## src/rtl/rf_write_arbiter_pkg.sv

```systemverilog
// Shared constants and state encoding for the register-file write arbiter.
// States stay plain logic constants so legacy code comparing raw bits still works.
package kgprisc_rf_pkg;

    localparam int unsigned ADDR_W     = 5;
    localparam int unsigned DATA_W     = 32;
    localparam int unsigned NUM_REGS   = 32;
    localparam int unsigned CONFLICT_W = 16;

    typedef logic [0:0] state_t;

    localparam state_t S_INIT = 1'b0;
    localparam state_t S_RUN  = 1'b1;

endpackage

```

## src/rtl/rf_write_arbiter_if.sv

```systemverilog
// Writeback request handshakes plus the registered register-file write bus.
// master = requester side, slave = arbiter side.
interface rf_write_arbiter_if
    import kgprisc_rf_pkg::*;
#(
    parameter int unsigned ADDR_W     = kgprisc_rf_pkg::ADDR_W,
    parameter int unsigned DATA_W     = kgprisc_rf_pkg::DATA_W,
    parameter int unsigned CONFLICT_W = kgprisc_rf_pkg::CONFLICT_W
);

    logic                  req0_valid;
    logic                  req0_ready;
    logic [ADDR_W-1:0]     req0_addr;
    logic [DATA_W-1:0]     req0_data;

    logic                  req1_valid;
    logic                  req1_ready;
    logic [ADDR_W-1:0]     req1_addr;
    logic [DATA_W-1:0]     req1_data;

    logic                  wr_en;
    logic [ADDR_W-1:0]     wr_addr;
    logic [DATA_W-1:0]     wr_data;
    logic                  grant_id;
    logic                  init_done;
    logic [CONFLICT_W-1:0] conflict_cnt;

    modport master (
        output req0_valid, req0_addr, req0_data,
        output req1_valid, req1_addr, req1_data,
        input  req0_ready, req1_ready,
        input  wr_en, wr_addr, wr_data, grant_id, init_done, conflict_cnt
    );

    modport slave (
        input  req0_valid, req0_addr, req0_data,
        input  req1_valid, req1_addr, req1_data,
        output req0_ready, req1_ready,
        output wr_en, wr_addr, wr_data, grant_id, init_done, conflict_cnt
    );

endinterface

```

## src/rtl/rf_write_arbiter_rr_arb2.sv

```systemverilog
// Two-way round-robin grant: a lone request wins outright, a tie goes to rr_ptr.
// rr_ptr moves to the loser of the last accepted grant.
module rr_arb2
    import kgprisc_rf_pkg::*;
(
    input  logic       clock,
    input  logic       reset,
    input  logic [1:0] req,
    input  logic       advance,
    output logic [1:0] grant
);

    logic rr_ptr_q, rr_ptr_d;

    always_comb begin
        grant = req;
        if (req == 2'b11) begin
            grant = rr_ptr_q ? 2'b10 : 2'b01;
        end
    end

    // Granting requester N points the tie-break at ~N, i.e. at grant[0].
    always_comb begin
        rr_ptr_d = rr_ptr_q;
        if (advance) begin
            rr_ptr_d = grant[0];
        end
    end

    always_ff @(posedge clock or negedge reset) begin
        if (!reset) begin
            rr_ptr_q <= 1'b0;
        end else begin
            rr_ptr_q <= rr_ptr_d;
        end
    end

endmodule

```

## src/rtl/rf_write_arbiter.sv

```systemverilog
// Register-file write-port arbiter: zero-fills every register after reset, then
// shares the write port between ALU (req0) and load (req1) writebacks.
module rf_write_arbiter #(
    parameter int unsigned NUM_REGS       = kgprisc_rf_pkg::NUM_REGS,
    parameter int unsigned ADDR_W         = kgprisc_rf_pkg::ADDR_W,
    parameter int unsigned DATA_W         = kgprisc_rf_pkg::DATA_W,
    parameter bit          CLEAR_ON_RESET = 1'b1
) (
    input  logic                clock,
    input  logic                reset,
    rf_write_arbiter_if.slave   bus
);

    import kgprisc_rf_pkg::*;

    localparam state_t RESET_STATE = CLEAR_ON_RESET ? S_INIT : S_RUN;
    localparam logic   RESET_DONE  = CLEAR_ON_RESET ? 1'b0 : 1'b1;

    state_t                state_q, state_d;
    logic [ADDR_W-1:0]     clear_ptr_q, clear_ptr_d;
    logic                  wr_en_q, wr_en_d;
    logic [ADDR_W-1:0]     wr_addr_q, wr_addr_d;
    logic [DATA_W-1:0]     wr_data_q, wr_data_d;
    logic                  grant_id_q, grant_id_d;
    logic                  init_done_q, init_done_d;
    logic [CONFLICT_W-1:0] conflict_q, conflict_d;

    logic       run;
    logic [1:0] req;
    logic [1:0] grant;
    logic       xfer;

    assign run  = (state_q == S_RUN);
    assign req  = {bus.req1_valid, bus.req0_valid} & {2{run}};
    assign xfer = |grant;

    rr_arb2 u_rr_arb2 (
        .clock   (clock),
        .reset   (reset),
        .req     (req),
        .advance (xfer),
        .grant   (grant)
    );

    // Gated with reset so readies are low while reset is held, even with CLEAR_ON_RESET=0.
    assign bus.req0_ready = grant[0] & reset;
    assign bus.req1_ready = grant[1] & reset;

    always_comb begin
        state_d     = state_q;
        clear_ptr_d = clear_ptr_q;
        wr_en_d     = 1'b0;
        wr_addr_d   = wr_addr_q;
        wr_data_d   = wr_data_q;
        grant_id_d  = grant_id_q;
        init_done_d = init_done_q;
        conflict_d  = conflict_q;

        case (state_q)
            S_INIT: begin
                wr_en_d     = 1'b1;
                wr_addr_d   = clear_ptr_q;
                wr_data_d   = '0;
                grant_id_d  = 1'b0;
                clear_ptr_d = clear_ptr_q + 1'b1;
                if (clear_ptr_q == ADDR_W'(NUM_REGS - 1)) begin
                    state_d     = S_RUN;
                    init_done_d = 1'b1;
                end
            end
            default: begin
                if (xfer) begin
                    wr_en_d    = 1'b1;
                    grant_id_d = grant[1];
                    wr_addr_d  = grant[1] ? bus.req1_addr : bus.req0_addr;
                    wr_data_d  = grant[1] ? bus.req1_data : bus.req0_data;
                end
                if (bus.req0_valid && bus.req1_valid && (conflict_q != '1)) begin
                    conflict_d = conflict_q + 1'b1;
                end
            end
        endcase
    end

    always_ff @(posedge clock or negedge reset) begin
        if (!reset) begin
            state_q     <= RESET_STATE;
            clear_ptr_q <= '0;
            wr_en_q     <= 1'b0;
            wr_addr_q   <= '0;
            wr_data_q   <= '0;
            grant_id_q  <= 1'b0;
            init_done_q <= RESET_DONE;
            conflict_q  <= '0;
        end else begin
            state_q     <= state_d;
            clear_ptr_q <= clear_ptr_d;
            wr_en_q     <= wr_en_d;
            wr_addr_q   <= wr_addr_d;
            wr_data_q   <= wr_data_d;
            grant_id_q  <= grant_id_d;
            init_done_q <= init_done_d;
            conflict_q  <= conflict_d;
        end
    end

    assign bus.wr_en        = wr_en_q;
    assign bus.wr_addr      = wr_addr_q;
    assign bus.wr_data      = wr_data_q;
    assign bus.grant_id     = grant_id_q;
    assign bus.init_done    = init_done_q;
    assign bus.conflict_cnt = conflict_q;

endmodule

```

## src/flat_wrapper.sv

```systemverilog
// flat-port wrapper written by rule: the top's interface ports become plain ports
module rf_write_arbiter_flat import kgprisc_rf_pkg::*;
#(
    parameter int unsigned NUM_REGS       = kgprisc_rf_pkg::NUM_REGS,
    parameter int unsigned ADDR_W         = kgprisc_rf_pkg::ADDR_W,
    parameter int unsigned DATA_W         = kgprisc_rf_pkg::DATA_W,
    parameter bit          CLEAR_ON_RESET = 1'b1
)
  (clock, reset, bus_req0_valid, bus_req0_addr, bus_req0_data, bus_req1_valid, bus_req1_addr, bus_req1_data, bus_req0_ready, bus_req1_ready, bus_wr_en, bus_wr_addr, bus_wr_data, bus_grant_id, bus_init_done, bus_conflict_cnt);
  rf_write_arbiter_if #(.ADDR_W(ADDR_W), .DATA_W(DATA_W)) bus_i ();
  input  logic clock;
  input  logic reset;
  input wire logic [$bits(bus_i.req0_valid)-1:0] bus_req0_valid;
  input wire logic [$bits(bus_i.req0_addr)-1:0] bus_req0_addr;
  input wire logic [$bits(bus_i.req0_data)-1:0] bus_req0_data;
  input wire logic [$bits(bus_i.req1_valid)-1:0] bus_req1_valid;
  input wire logic [$bits(bus_i.req1_addr)-1:0] bus_req1_addr;
  input wire logic [$bits(bus_i.req1_data)-1:0] bus_req1_data;
  output wire logic [$bits(bus_i.req0_ready)-1:0] bus_req0_ready;
  output wire logic [$bits(bus_i.req1_ready)-1:0] bus_req1_ready;
  output wire logic [$bits(bus_i.wr_en)-1:0] bus_wr_en;
  output wire logic [$bits(bus_i.wr_addr)-1:0] bus_wr_addr;
  output wire logic [$bits(bus_i.wr_data)-1:0] bus_wr_data;
  output wire logic [$bits(bus_i.grant_id)-1:0] bus_grant_id;
  output wire logic [$bits(bus_i.init_done)-1:0] bus_init_done;
  output wire logic [$bits(bus_i.conflict_cnt)-1:0] bus_conflict_cnt;
  assign bus_i.req0_valid = bus_req0_valid;
  assign bus_i.req0_addr = bus_req0_addr;
  assign bus_i.req0_data = bus_req0_data;
  assign bus_i.req1_valid = bus_req1_valid;
  assign bus_i.req1_addr = bus_req1_addr;
  assign bus_i.req1_data = bus_req1_data;
  assign bus_req0_ready = bus_i.req0_ready;
  assign bus_req1_ready = bus_i.req1_ready;
  assign bus_wr_en = bus_i.wr_en;
  assign bus_wr_addr = bus_i.wr_addr;
  assign bus_wr_data = bus_i.wr_data;
  assign bus_grant_id = bus_i.grant_id;
  assign bus_init_done = bus_i.init_done;
  assign bus_conflict_cnt = bus_i.conflict_cnt;
  rf_write_arbiter #(.NUM_REGS(NUM_REGS), .ADDR_W(ADDR_W), .DATA_W(DATA_W), .CLEAR_ON_RESET(CLEAR_ON_RESET)) u_core (.clock(clock), .reset(reset), .bus(bus_i));
endmodule
```

## config.mk

```make
export PLATFORM = sky130hd
export DESIGN_NAME = rf_write_arbiter_flat
export DESIGN_NICKNAME = d
export VERILOG_FILES = /design/src/rtl/rf_write_arbiter_pkg.sv /design/src/rtl/rf_write_arbiter_if.sv /design/src/rtl/rf_write_arbiter_rr_arb2.sv /design/src/rtl/rf_write_arbiter.sv /design/src/flat_wrapper.sv
export SDC_FILE = /design/constraint.sdc
export NUM_CORES = 1
export LEC_CHECK = 0
export ABC_AREA = 1
export CAP_MARGIN = 20
export CELL_PAD_IN_SITES_DETAIL_PLACEMENT = 1
export CELL_PAD_IN_SITES_GLOBAL_PLACEMENT = 2
export CORE_MARGIN = 5
export CORE_UTILIZATION = 23
export DETAILED_ROUTE_END_ITERATION = 16
export PLACE_DENSITY = 0.75
export SYNTH_ARGS = -nofsm -noshare
export SYNTH_HDL_FRONTEND = slang
export SYNTH_SLANG_ARGS = --single-unit
```

## constraint.sdc

```tcl
create_clock -name clock -period 2.05 [get_ports clock]
set_clock_uncertainty 0.15 [all_clocks]
set_input_delay 0.3075 -clock clock [delete_from_list [all_inputs] [get_ports clock]]
set_output_delay 0.3075 -clock clock [all_outputs]
set_load 0.01 [all_outputs]
```

==> metrics.md <==
| Metric | Value |
|---|---|
| RSZ-0062 raised after global routing | false |
| Die area | 16440 um^2 |
| H-tree levels | 3 |
| Worst r2r src | u_core.bus.conflict_cnt[1]$_DFFE_PN0P_ |
| P per Cell Area | 803.8 nW/um^2 |
| CTS-repair resized insts | 2 |
| Core Rows | 43 |
| Sum of buffers and inverters on the critical path | 3 |
| Startpoint types | input port |
| All-Layer GR Usage | 0.1391 |
| Final Cell Area | 5081 um^2 |
| Clock share of power | 0.369 |
| Core ar. | 13770 um^2 |
| Cell Int Power | 0.002923 W |
| Reg2reg path depth | 8 |
| First-pass GRT wire length | 17950 um |
| Placed cells | 709 |
| Vias in the first global route | 3573 |
| Synthesized net count | 478 |
| Leak | 2.156 nW |
| CP required | 1.59 ns |
| Routed Antenna Nets | 0 |
| Residual DRC | 0 |
| R2R Setup Slk | 0.34 ns |
| Wire per inst | 15.29 um |
| Later-pin clock latency in the skew report | 0.33 ns |
| Register area share after synthesis | 0.4905 |
| Pin count of the biggest net entering global routing | 64 |
| Worst Hold Class | input port to async pin |
| Worst slew pin tran | 0.8488 ns |
| Initial DRC count | 125 |
| CTS sink cnt | 63 |
| Final Max Tran Viols | 0 |
| Critical-path cell list | clkdlybuf4s50_1 -> inv_1 -> o21ai_0 -> nor2_1 -> dlygate4sd2_1 |
| Via count | 3176 |
| Initial core utilization | 0.2334 |
| Cts-stage hold buffer count | 0 |
| CTS Buf Count | 9 |
| Antenna Cells | 0 |
| Crit path max fanout | 2 |
| Clock Path Buffers | 2 |
| Final period utilization | 0.9385 |
| Fin. Hold Viols | 0 |
| Total routed wirelength | 11090 um |
| Port Buffers | 135 |
| Clock transition at path regs | 0.05 ns |
| Outcome | finished, final reports clean |
| Worst R2R End | u_core.bus.conflict_cnt[6]$_DFFE_PN0P_ |
| Total of max-cap violations | 0 |
| #FFs+latches synth | 63 |
| Most common cell after layout, fill and taps aside | clkdlybuf4s50_1 |
| Top delay family on crit path | buffers and inverters |
| Final setup fails | 0 |
| Finished Layout Cells | 725 |
| Yosys Warn Count | 0 |
| Post-CTS Setup Bufs | 0 |
| Core utilization of the finished layout | 0.3689 |
| P&R area growth vs syn | 58.08% |
| Max frequency | 519.7 MHz |
| Critical path type | input port to primary output |
| Drt via density | 4.381 |
| GR Overflow Total | 0 |
| Slowest cell on crit path | clkdlybuf4s50_1 |
| Sequential group share of total power | 0.378 |
| Post-layout nets | 621 |
| Cells after Synth | 397 |
| Combinational fraction of design power | 0.253 |
| Root buf cell | clkbuf_16 |
| Minimum clock period | 1.924 ns |
| Die span in y | 128.2 um |
| Die Wd | 128.2 um |
| WP data arrival | 1.47 ns |
| Max VDD drop | 0.2948 mV |
| Initial DRT Pass Iterations | 4 |
| Max-slew headroom | 0.4341 |
| Ports | 136 |
| Synth cell types | 27 |
| CTS tree | done |
| Most frequent cells in the layout | clkdlybuf4s50_1 (132), nand2_1 (94), dfrtp_1 (63), o21ai_0 (57), nor2_1 (56) |
| DPL Wire Length | 8297 um |
| Synthesized area per cell | 8.097 um^2 |
| Initial antenna violation count | 1 |
| Fraction of layout instances using a drive strength above 1 | 0.1064 |
| Filler cells | 1710 |
| Psw | 0.001161 W |
| Worst setup EP type | primary output |
| Dpl cell area | 4792 um^2 |
| Sw frac | 0.2843 |
| Synth Cell Area | 3214 um^2 |
| GPL Wtd Cong | 0.7698 |
| CP max stage delay | 0.50 ns |
## area by class of cell
type / instances / area, um^2 / share of cell area
clock buffer: 12 / 246.5 / 0.04851
clock inverter: 4 / 45.04 / 0.008865
inverter: 25 / 93.84 / 0.01847
multi-input combinational: 290 / 1418 / 0.2790
sequential: 63 / 1577 / 0.3103
tap: 180 / 225.2 / 0.04432
timing repair buffer: 151 / 1476 / 0.2906
## per-stage QoR
| stage | total power [W] | worst slack [ns] | hold WS, ns | TNS (ns) |
|---|---|---|---|---|
| CTS | 0.004173 | 0.1135 | 0.1373 | 0 |
| detailed placement | 0.002620 | -0.1113 | 0.3102 | -0.1929 |
| finish | 0.004084 | 0.1260 | 0.1086 | 0 |
| global route | 0.004337 | 0.04190 | 0.1751 | 0 |
| global placement | 0.002594 | -0.1206 | 0.2968 | -0.1632 |
| floorplan | 0.001972 | 0.3426 | -0.1381 | 0 |
## power groups by stage
| stage | logic (W) | clock network (W) | registers, W |
|---|---|---|---|
| 2_1_floorplan | 0.000364 | 0 | 0.00161 |
| 3_3_place_gp | 0.00104 | 0 | 0.00156 |
| 3_5_place_dp | 0.00106 | 0 | 0.00156 |
| 4_1_cts | 0.00106 | 0.00157 | 0.00155 |
| 5_1_grt | 0.00114 | 0.00162 | 0.00157 |
| 6_report | 0.00103 | 0.00151 | 0.00154 |
## kinds of logic (layout without fill, tap and decap cells)
kind of cell,count (synthesis),after routing,synth area share
DFF,63,63,0.4905
xor gates and xnor gates,10,10,0.02725
and+or+nand+nor,186,186,0.2476
buffers and inverters,44,192,0.06929
AOI/OAI and AO/OA,91,91,0.1538
adders and majority gates,3,3,0.01168
## cell usage after synthesis
library cell	n	share of area
nor2_2	1	0.0019
clkbuf_1	2	0.0023
buf_6	3	0.011
ha_1	3	0.012
nand2_1	94	0.11
nand2_2	8	0.016
o211ai_1	1	0.0023
xor2_1	10	0.027
nor2_1	57	0.067
nand4_1	4	0.0078
o21ai_1	21	0.033
o21ai_2	7	0.019
buf_2	6	0.0093
o21ai_0	57	0.089
buf_4	7	0.016
nand2_4	3	0.011
inv_1	22	0.026
clkbuf_2	1	0.0016
a21oi_1	1	0.0016
a22oi_1	3	0.0070
dfrtp_1	63	0.49
inv_2	3	0.0035
or2_2	1	0.0019
a21o_1	1	0.0023
nor2_4	2	0.0070
nand3_2	1	0.0031
nand3_1	15	0.023
## state kept, by name (all words and copies together), names as in the netlist
| register | count |
|---|---|
| u_core.u_rr_arb2.rr_ptr_q | 1 |
| u_core.clear_ptr_q | 5 |
| u_core.bus.wr_en | 1 |
| u_core.bus.conflict_cnt | 16 |
| u_core.run | 1 |
| u_core.bus.init_done | 1 |
| u_core.bus.wr_addr | 5 |
| u_core.bus.grant_id | 1 |
| u_core.bus.wr_data | 32 |
## worst max path at each step
| stage | depth (start not counted) | slack [ns] | to | startpoint |
|---|---|---|---|---|
| floorplan | 9 | 0.34 | u_core.bus.conflict_cnt[7]$_DFFE_PN0P_ | u_core.bus.conflict_cnt[0]$_DFFE_PN0P_ |
| global placement | 6 | -0.12 | bus_req0_ready | bus_req0_valid |
| detailed placement | 6 | -0.11 | bus_req0_ready | bus_req0_valid |
| CTS | 5 | 0.11 | bus_req0_ready | bus_req1_valid |
| global route | 5 | 0.04 | bus_req0_ready | bus_req1_valid |
| finish | 5 | 0.13 | bus_req0_ready | bus_req1_valid |
## metal layers
layer	wire length, um	GRT usage	part of all wire
met1	4707	0.1634	0.42
met2	5095	0.2228	0.46
met3	1173	0.07167	0.11
met4	97	0.03933	0.0087
met5	13	0	0.0012
Note: power is estimated with default switching activity, not from simulation.
